$ cat src/rtl/lane_dly_step_seq.sv
// -----------------------------------------------------------------------------
// lane_dly_step_seq
//
// Sequencer in front of one DDR3 PHY lane controller, on the fabric clock.
// Turns single-shot delay-line requests from read/write training into paced
// handshakes on the lane's delay-line ports. The HS I/O clock is paused around
// every adjustment. RX and TX tap positions are shadowed locally, and any
// saturated, out-of-range or reserved request is flagged on completion.
//
// Ports
//   FAB_CLK                     in   fabric clock, rising edge
//   RESET                       in   asynchronous reset, active-high
//   req_valid / req_ready       in/out request handshake (ready only when idle)
//   req_op                      in   00 step, 01 load, 1x reserved
//   req_sel                     in   0 RX line, 1 TX line
//   req_dir                     in   1 increment, 0 decrement
//   req_count                   in   number of MOVE steps for a step op
//   done / err                  out  1-cycle completion pulse / error with done
//   tap_rx / tap_tx             out  RX / TX tap shadows
//   DELAY_LINE_SEL / DIRECTION  out  latched sel / dir, held until the next request
//   DELAY_LINE_MOVE / LOAD      out  1-cycle step / load pulses
//   HS_IO_CLK_PAUSE             out  clock pause request to the lane controller
//   RX/TX_DELAY_LINE_OUT_OF_RANGE in out-of-range flags from the lane controller
// -----------------------------------------------------------------------------
module lane_dly_step_seq #(
  parameter int unsigned TAP_W       = 7,
  parameter int unsigned TAP_MAX     = 127,
  parameter int unsigned INIT_TAP    = 1,
  parameter int unsigned PAUSE_SETUP = 2,
  parameter int unsigned MOVE_GAP    = 3,
  parameter int unsigned PAUSE_HOLD  = 2
) (
  input  logic             FAB_CLK,
  input  logic             RESET,
  input  logic             req_valid,
  output logic             req_ready,
  input  logic [1:0]       req_op,
  input  logic             req_sel,
  input  logic             req_dir,
  input  logic [5:0]       req_count,
  output logic             done,
  output logic             err,
  output logic [TAP_W-1:0] tap_rx,
  output logic [TAP_W-1:0] tap_tx,
  output logic             DELAY_LINE_SEL,
  output logic             DELAY_LINE_DIRECTION,
  output logic             DELAY_LINE_MOVE,
  output logic             DELAY_LINE_LOAD,
  output logic             HS_IO_CLK_PAUSE,
  input  logic             RX_DELAY_LINE_OUT_OF_RANGE,
  input  logic             TX_DELAY_LINE_OUT_OF_RANGE
);

  localparam int unsigned TMR_W = 8;

  localparam logic [TAP_W-1:0] LP_TAP_MAX  = TAP_W'(TAP_MAX);
  localparam logic [TAP_W-1:0] LP_INIT_TAP = TAP_W'(INIT_TAP);
  localparam logic [TMR_W-1:0] LP_SETUP_END = TMR_W'(PAUSE_SETUP - 1);
  localparam logic [TMR_W-1:0] LP_GAP_END   = TMR_W'(MOVE_GAP - 1);
  localparam logic [TMR_W-1:0] LP_HOLD_END  = TMR_W'(PAUSE_HOLD - 1);

  localparam logic [1:0] OP_STEP = 2'b00;
  localparam logic [1:0] OP_LOAD = 2'b01;

  typedef enum logic [2:0] {
    StIdle,
    StSetup,
    StPulse,
    StGap,
    StHold,
    StFin
  } state_e;

  state_e r_state;
  state_e w_state_nxt;

  logic [1:0]       r_op;
  logic             r_sel;
  logic             r_dir;
  logic [5:0]       r_cnt;     // steps still to issue, including the pending one
  logic [TMR_W-1:0] r_tmr;     // cycles spent in the current state
  logic             r_err;
  logic             r_sat;     // registered copy of w_sat
  logic [TAP_W-1:0] r_tap_rx;
  logic [TAP_W-1:0] r_tap_tx;

  logic             w_accept;
  logic             w_is_step;
  logic             w_is_load;
  logic [TAP_W-1:0] w_tap_cur;
  logic             w_sat;
  logic             w_oor;
  logic             w_move;
  logic             w_load;

  assign w_accept  = req_valid && (r_state == StIdle);
  assign w_is_step = (r_op == OP_STEP);
  assign w_is_load = (r_op == OP_LOAD);
  assign w_tap_cur = r_sel ? r_tap_tx : r_tap_rx;
  // Next step in the latched direction would leave the legal tap range.
  assign w_sat     = r_dir ? (w_tap_cur == LP_TAP_MAX) : (w_tap_cur == '0);
  assign w_oor     = r_sel ? TX_DELAY_LINE_OUT_OF_RANGE : RX_DELAY_LINE_OUT_OF_RANGE;
  assign w_move    = (r_state == StPulse) && w_is_step && !w_sat;
  assign w_load    = (r_state == StPulse) && w_is_load;

  // ---------------------------------------------------------------------------
  // FSM state register
  // ---------------------------------------------------------------------------
  always_ff @(posedge FAB_CLK or posedge RESET) begin
    if (RESET) begin
      r_state <= StIdle;
    end else begin
      r_state <= w_state_nxt;
    end
  end

  // ---------------------------------------------------------------------------
  // FSM next state
  // ---------------------------------------------------------------------------
  always_comb begin
    w_state_nxt = r_state;
    unique case (r_state)
      StIdle: begin
        if (req_valid) begin
          if (req_op == OP_LOAD) begin
            w_state_nxt = StSetup;
          end else if ((req_op == OP_STEP) && (req_count != '0)) begin
            w_state_nxt = StSetup;
          end else begin
            // Zero-count step or reserved op: complete without pausing.
            w_state_nxt = StFin;
          end
        end
      end
      StSetup: begin
        if (r_tmr == LP_SETUP_END) w_state_nxt = StPulse;
      end
      StPulse: begin
        if (w_is_load || w_sat || (r_cnt == 6'd1)) begin
          w_state_nxt = StHold;
        end else begin
          w_state_nxt = StGap;
        end
      end
      StGap: begin
        // r_sat lags the tap by a cycle, so a gap releases into HOLD from its
        // second cycle once the last move has hit the end of the line.
        if (r_sat) begin
          w_state_nxt = StHold;
        end else if (r_tmr == LP_GAP_END) begin
          w_state_nxt = StPulse;
        end
      end
      StHold: begin
        if (r_tmr == LP_HOLD_END) w_state_nxt = StFin;
      end
      StFin: begin
        w_state_nxt = StIdle;
      end
      default: begin
        w_state_nxt = StIdle;
      end
    endcase
  end

  // ---------------------------------------------------------------------------
  // FSM outputs (decoded from the state register so reset clears them at once)
  // ---------------------------------------------------------------------------
  always_comb begin
    req_ready       = 1'b0;
    done            = 1'b0;
    err             = 1'b0;
    HS_IO_CLK_PAUSE = 1'b0;
    DELAY_LINE_MOVE = 1'b0;
    DELAY_LINE_LOAD = 1'b0;
    unique case (r_state)
      StIdle: begin
        req_ready = 1'b1;
      end
      StSetup, StGap, StHold: begin
        HS_IO_CLK_PAUSE = 1'b1;
      end
      StPulse: begin
        HS_IO_CLK_PAUSE = 1'b1;
        DELAY_LINE_MOVE = w_move;
        DELAY_LINE_LOAD = w_load;
      end
      StFin: begin
        done = 1'b1;
        err  = r_err;
      end
      default: begin
        req_ready = 1'b0;
      end
    endcase
  end

  // ---------------------------------------------------------------------------
  // Request latch, timers, step counter, error flag and tap shadows
  // ---------------------------------------------------------------------------
  always_ff @(posedge FAB_CLK or posedge RESET) begin
    if (RESET) begin
      r_op     <= OP_STEP;
      r_sel    <= 1'b0;
      r_dir    <= 1'b0;
      r_cnt    <= '0;
      r_tmr    <= '0;
      r_err    <= 1'b0;
      r_sat    <= 1'b0;
      r_tap_rx <= LP_INIT_TAP;
      r_tap_tx <= LP_INIT_TAP;
    end else begin
      r_sat <= w_sat;
      r_tmr <= (w_state_nxt != r_state) ? '0 : r_tmr + 1'b1;

      if (w_accept) begin
        r_op  <= req_op;
        r_sel <= req_sel;
        r_dir <= req_dir;
        r_cnt <= req_count;
        r_err <= req_op[1];
      end

      if (w_move) begin
        r_cnt <= r_cnt - 1'b1;
        if (r_sel) begin
          r_tap_tx <= r_dir ? r_tap_tx + 1'b1 : r_tap_tx - 1'b1;
        end else begin
          r_tap_rx <= r_dir ? r_tap_rx + 1'b1 : r_tap_rx - 1'b1;
        end
      end

      if (w_load) begin
        if (r_sel) begin
          r_tap_tx <= LP_INIT_TAP;
        end else begin
          r_tap_rx <= LP_INIT_TAP;
        end
      end

      if ((r_state == StPulse) && w_is_step && w_sat) begin
        r_err <= 1'b1;
      end

      if (r_state == StGap) begin
        if (r_sat) begin
          r_err <= 1'b1;
        end
        // The move already scheduled at the end of this gap still goes out;
        // everything after it is dropped.
        if (w_oor) begin
          r_err <= 1'b1;
          if (r_cnt > 6'd1) r_cnt <= 6'd1;
        end
      end
    end
  end

  assign tap_rx               = r_tap_rx;
  assign tap_tx               = r_tap_tx;
  assign DELAY_LINE_SEL       = r_sel;
  assign DELAY_LINE_DIRECTION = r_dir;

endmodule

$ cat config.mk
export PLATFORM = sky130hd
export DESIGN_NAME = lane_dly_step_seq
export DESIGN_NICKNAME = d
export VERILOG_FILES = /design/src/rtl/lane_dly_step_seq.sv
export SDC_FILE = /design/constraint.sdc
export NUM_CORES = 1
export LEC_CHECK = 0
export ABC_AREA = 1
export BUFFER_PORTS_ARGS = -buffer_cell sky130_fd_sc_hd__clkbuf_2
export CAP_MARGIN = 25
export CELL_PAD_IN_SITES_DETAIL_PLACEMENT = 0
export CELL_PAD_IN_SITES_GLOBAL_PLACEMENT = 1
export CORE_ASPECT_RATIO = 0.7
export CORE_MARGIN = 5
export CORE_UTILIZATION = 43
export CTS_BUF_LIST = sky130_fd_sc_hd__clkbuf_8
export CTS_CLUSTER_DIAMETER = 30
export DETAILED_ROUTE_END_ITERATION = 8
export PLACE_DENSITY = 0.9
export SKIP_LAST_GASP = 1
export SYNTH_ARGS = -nofsm -noshare
export SYNTH_HDL_FRONTEND = slang
export SYNTH_SLANG_ARGS = --single-unit
$ cat constraint.sdc
create_clock -name FAB_CLK -period 2.55 [get_ports FAB_CLK]
set_input_delay 0.255 -clock FAB_CLK [delete_from_list [all_inputs] [get_ports FAB_CLK]]
set_output_delay 0.255 -clock FAB_CLK [all_outputs]
set_load 0.02 [all_outputs]
## Word-level counts from Yosys, hierarchy flattened

Cells that the tools add are included.

- Register bits: 37
- Input port bits: 15

- Equality and inequality tests: 12
- Muxes and demuxes: 39
- $lt $le $gt $ge: 1
- Reduce and logical (&&, ||, !) cells: 15
- $add $sub $neg: 6

Operators with widths:

| kind | count |
|---|---|
| two-way mux 7 bit | 11 |
| two-way mux 6 bit | 5 |
| two-way mux 3 bit | 8 |
| one-hot mux 3 bit (5 select lines) | 1 |
| adder 7 x 1 -> 7 bit (second input constant) | 2 |
| subtractor 7 x 1 -> 7 bit (second input constant) | 2 |
| two-way mux 1 bit | 13 |
| adder 8 x 1 -> 8 bit (second input constant) | 1 |
| == test 8 x 1 -> 1 bit (second input constant) | 1 |
| == test 8 x 2 -> 1 bit (second input constant) | 1 |
| two-way mux 8 bit | 1 |
| == test 7 bit (second input constant) | 1 |
| zero test 7 bit | 1 |
| == test 3 x 2 -> 1 bit (second input constant) | 2 |
| == test 3 bit (second input constant) | 2 |
| == test 6 x 1 -> 1 bit (second input constant) | 1 |
| greater-than comparator 6 x 1 -> 1 bit (second input constant) | 1 |
| logical AND 1 bit | 6 |
| nonzero test 6 bit | 1 |
| subtractor 6 x 1 -> 6 bit (second input constant) | 1 |
| == test 2 x 1 -> 1 bit (second input constant) | 2 |
| zero test 2 bit | 2 |
| OR reduction 4 bit | 1 |
| == test 3 x 1 -> 1 bit (second input constant) | 1 |
| other kinds (4) | 5 |

## Logic depth before layout (Yosys ltp)

- Word-level depth: 9
- Depth in mapped cells: 14
- Mapped depth without buffers: 14

## Least setup slack after synthesis

OpenSTA, ideal clock, no wires.

- Path kind: flip-flop to flip-flop
- From: reg r_dir (netlist: DELAY_LINE_DIRECTION)
- To: reg with a tool-made name
- Buffers on the path: 0
- Cell stages (with the launch flop): 10
- Setup slack: 0.518 ns
- Data arrival time: 1.911 ns
- Data required time: 2.429 ns
- Library setup time: 0.121 ns
- Path through: dfrtp_1 > inv_1 > ha_1 > a21oi_1 > o21ai_0 > a21o_1 > a21oi_1 > nand2_1 > nand2_1 > o21ai_1

RTL lines:

| what | line | source |
|---|---|---|
| start, declared | 79 | `logic r_dir;` |
| start signal, assigned | 219 | `r_dir <= req_dir;` |

## Final worst setup path

- From: reg r_sel (netlist: DELAY_LINE_SEL)
- To: out DELAY_LINE_MOVE

- Word-level cells in the longest chain between the ends: 6

Ends and longest elaborated chain:

| what | line | source |
|---|---|---|
| start, declared | 78 | `logic r_sel;` |
| start signal, assigned | 218 | `r_sel <= req_sel;` |
| two-way mux 7 bit * | 99 | `assign w_tap_cur = r_sel ? r_tap_tx : r_tap_rx;` |
| == test 7 bit or zero test 7 bit (tied branches) | 101 | `assign w_sat = r_dir ? (w_tap_cur == LP_TAP_MAX) : (w_tap_cur == '0);` |
| two-way mux 1 bit * | 101 |  |
| via w_sat | 91 | `logic w_sat;` |
| zero test 1 bit * | 103 | `assign w_move = (r_state == StPulse) && w_is_step && !w_sat;` |
| logical AND 1 bit * | 103 |  |
| two-way mux 1 bit * | 176 | `unique case (r_state)` |
| end, declared | 47 | `output logic DELAY_LINE_MOVE,` |

Mark *: on every way through the listed nets, which the timed path passes. The rest lies on a longest branch.

==> summary.txt <==
Min path
  • HP Class: primary input to asynchronous set/reset pin

Timing
  • Setup TNS: 0 ps
  • RSZ-0062 raised after global routing: no
  • Rel. slew slack: about two thirds
  • Achievable Freq: around 0.43 GHz
  • Clk_skew: about 5.4 ps
  • Final setup vio count: 0
  • Hold Vio Cnt, Final: 0
  • Tightest Pin Transition: between 400 and 500 ps
  • Final period util: between 90% and 100%
  • Final worst setup slack: 241 ps
  • Max Slew Vio Count: 0
  • Fin crit period: 2310 ps

Power and ir drop
  • Peak supply drop: 528 uV
  • Leak: 1.58 nW
  • Power per cell area: 1240 nW/um2

Final layout
  • FF+latch area: 930 um2
  • Share of layout cells above drive strength 1: 16.2%
  • Fillers: approximately 590
  • Most frequent cells in the layout: 118 x nand2_1, 45 x inv_1, 36 x clkbuf_2
  • Final Cell Area: 2930 um2
  • Layout area overhead: 14.2%
  • Commonest non-fill, non-tap cell in the layout: nand2_1
  • Nets: ~430
  • Area of the multi-input gates: 1420 um2
  • ANT cells: 0
  • Non-Filler Instances: 469

Drt
  • Detailed Routing Iterations Pass 1: 4
  • Routed Antenna Nets: 0
  • DR vias: 2249
  • Post-Route WL: 6050 um
  • Drc violations: 0
  • DR iter-0 viols: approximately 120
  • Vias/cell: 4.80
  • Drt wl/cell: 12.9 um

Floorplan
  • Row count: 23
  • Initial core utilization: about 45%
  • Die area: 7630 um2
  • Die X: 102 um
  • Ports: 37
  • Die Span Y: 74.6 um
  • Core ar.: 5760 um2

Clocking
  • Clock-pin slew on the worst setup and hold paths: ~80 ps
  • Worst-skew pair later-pin latency: 290 ps
  • Clock Tree Root: clkbuf_8
  • Post-CTS Setup Inserts: 0
  • Clock Sinks: 37
  • TritonCTS Buffers: 5
  • H-tree lvl count: 2
  • CTS tree: yes
  • Cts hold-fix bufs: 0
  • Number of gates resized after cts: 0
  • Max Root-Sink Buffers: 2

GRT
  • First-pass GRT wire length: 10200 um
  • Vias in the first global route: 2168
  • Initial antenna violation count: 0
  • Grt ovf: 0
  • All-layer global routing usage: 17.1%
  • Largest net degree at the start of global routing: 38

Placement
  • Routability cong.: between 0.8 and 0.9
  • Post-Place Worst Slack: 357 ps
  • Placed Area: 2820 um2
  • Detail Placement HPWL: 4750 um
  • Placed insts: approximately 460
  • Input/output buffers: 36

Setup path
  • WP data required: approximately 2300 ps
  • CP max stage cell: dfrtp_2
  • WP data arrival: 2050 ps
  • CP Cell Sequence: inv_4 -> nand2_1 -> nand2_1 -> inv_1 -> nand2_1 -> nor2_1 -> nand2_1 -> nand2_2 -> inv_2 -> nand2_4 -> inv_1 -> clkbuf_2
  • Cell mode on critical path: nand2_1
  • Crit. End Element: primary output
  • Crit path max fanout: 16
  • CP Class: flip-flop to primary output
  • CP max stage delay: 530 ps
  • Worst Reg-to-Reg Cells: 9
  • Reg2Reg Setup Slack: 510 ps
  • CP Launch Type: flip-flop

Outcome
  • Status: finished, final reports clean

Yosys
  • Syn. warnings: 0
  • #FFs+latches synth: 37
  • Syn Area/Cell: 7.28 um2
  • Area contributors post-synth: dfrtp_1 34%, nand2_1 17%, ha_1 8.3%
  • Sequential fraction of the synthesis area: 36.2%
  • Synth area leader: dfrtp_1
  • Synth cell types: 34
  • Share of the synthesized area in the top cell type: 34.2%
  • Syn Inst Count: 352
  • Cell area after synthesis: 2560 um2
  • Syn Nets: 386

Flow run
  • Max-cap violation count: 0
==> synthesized netlist by cell type (all sizes together) <==
cell and count:
or2 1, xor2 12, nand4 4, nand2 121, fa 2, o21ai 22, nand3b 2, dfstp 2
inv 48, a21oi 14, o211ai 3, dfrtp 35, and3 1, and2 1, o2111ai 1, a21o 2
nor3 3, nor2 35, nand3 14, clkbuf 2, ha 17, xnor2 5, mux2i 1, buf 3
nor4 1
==> critical path: cells and delay by family, from the launching register on <==
| family | cells | cell delay [ps] |
|---|---|---|
| buf+inv | 5 | 720 |
| simple gates | 7 | 520 |
| flops | 1 | 530 |
==> power by group <==
part           switching, mW  leakage, nW  internal (mW)
registers              0.248        0.474          0.808
clock network          0.216       0.0542          0.245
logic                   1.32         1.05          0.779
total                   1.79         1.58           1.83
==> how the worst max path moves through the flow <==
stage	endpoint	cells past startpoint	start	slack, ps
after global routing	DELAY_LINE_MOVE	12	DELAY_LINE_SEL	60
after detailed placement	DELAY_LINE_MOVE	12	DELAY_LINE_SEL	360
after global placement	DELAY_LINE_MOVE	11	DELAY_LINE_SEL	460
final	DELAY_LINE_MOVE	12	DELAY_LINE_SEL	240
after CTS	DELAY_LINE_MOVE	12	DELAY_LINE_SEL	30
after floorplan	flip-flop	9	DELAY_LINE_DIRECTION	520
==> layer usage <==
metal,track usage [%],up-vias,part of all wire (%)
li1,-,1183,-
met1,25.6,1023,53
met2,25.3,38,42
met3,3.56,5,3.8
met4,3.93,0,0.68
met5,0,-,0
==> kinds of logic after synthesis <==
kind of cell | after synthesis | synth area share [%]
flip-flops | 37 | 36.2
buffers and inverters | 53 | 8.50
XOR/XNOR | 17 | 5.81
multiplexers | 1 | 0.391
AND/OR/NAND/NOR | 183 | 29.8
adder cells (fa/ha/maj) | 19 | 9.86
AO/OA/AOI/OAI | 42 | 9.42
==> final cells by class <==
| cell class | count | share of cell area [%] |
|---|---|---|
| repair buffers | 39 | 6.93 |
| well taps | 75 | 3.21 |
| flip-flops and latches | 37 | 31.8 |
| inverters | 48 | 6.24 |
| clock inverters | 1 | 0.171 |
| clock buffers | 7 | 3.29 |
| multi-input cells | 262 | 48.4 |
==> stage by stage <==
step	power, mW	hold WS [ps]	util (%)
global placement	3.12	377	49.0
global route	4.00	100	50.8
detailed placement	3.16	391	49.0
CTS	3.64	72.8	50.8
floorplan	2.64	365	-
finish	3.62	47.1	50.8
No activity file was read; power rests on OpenSTA's default activity.
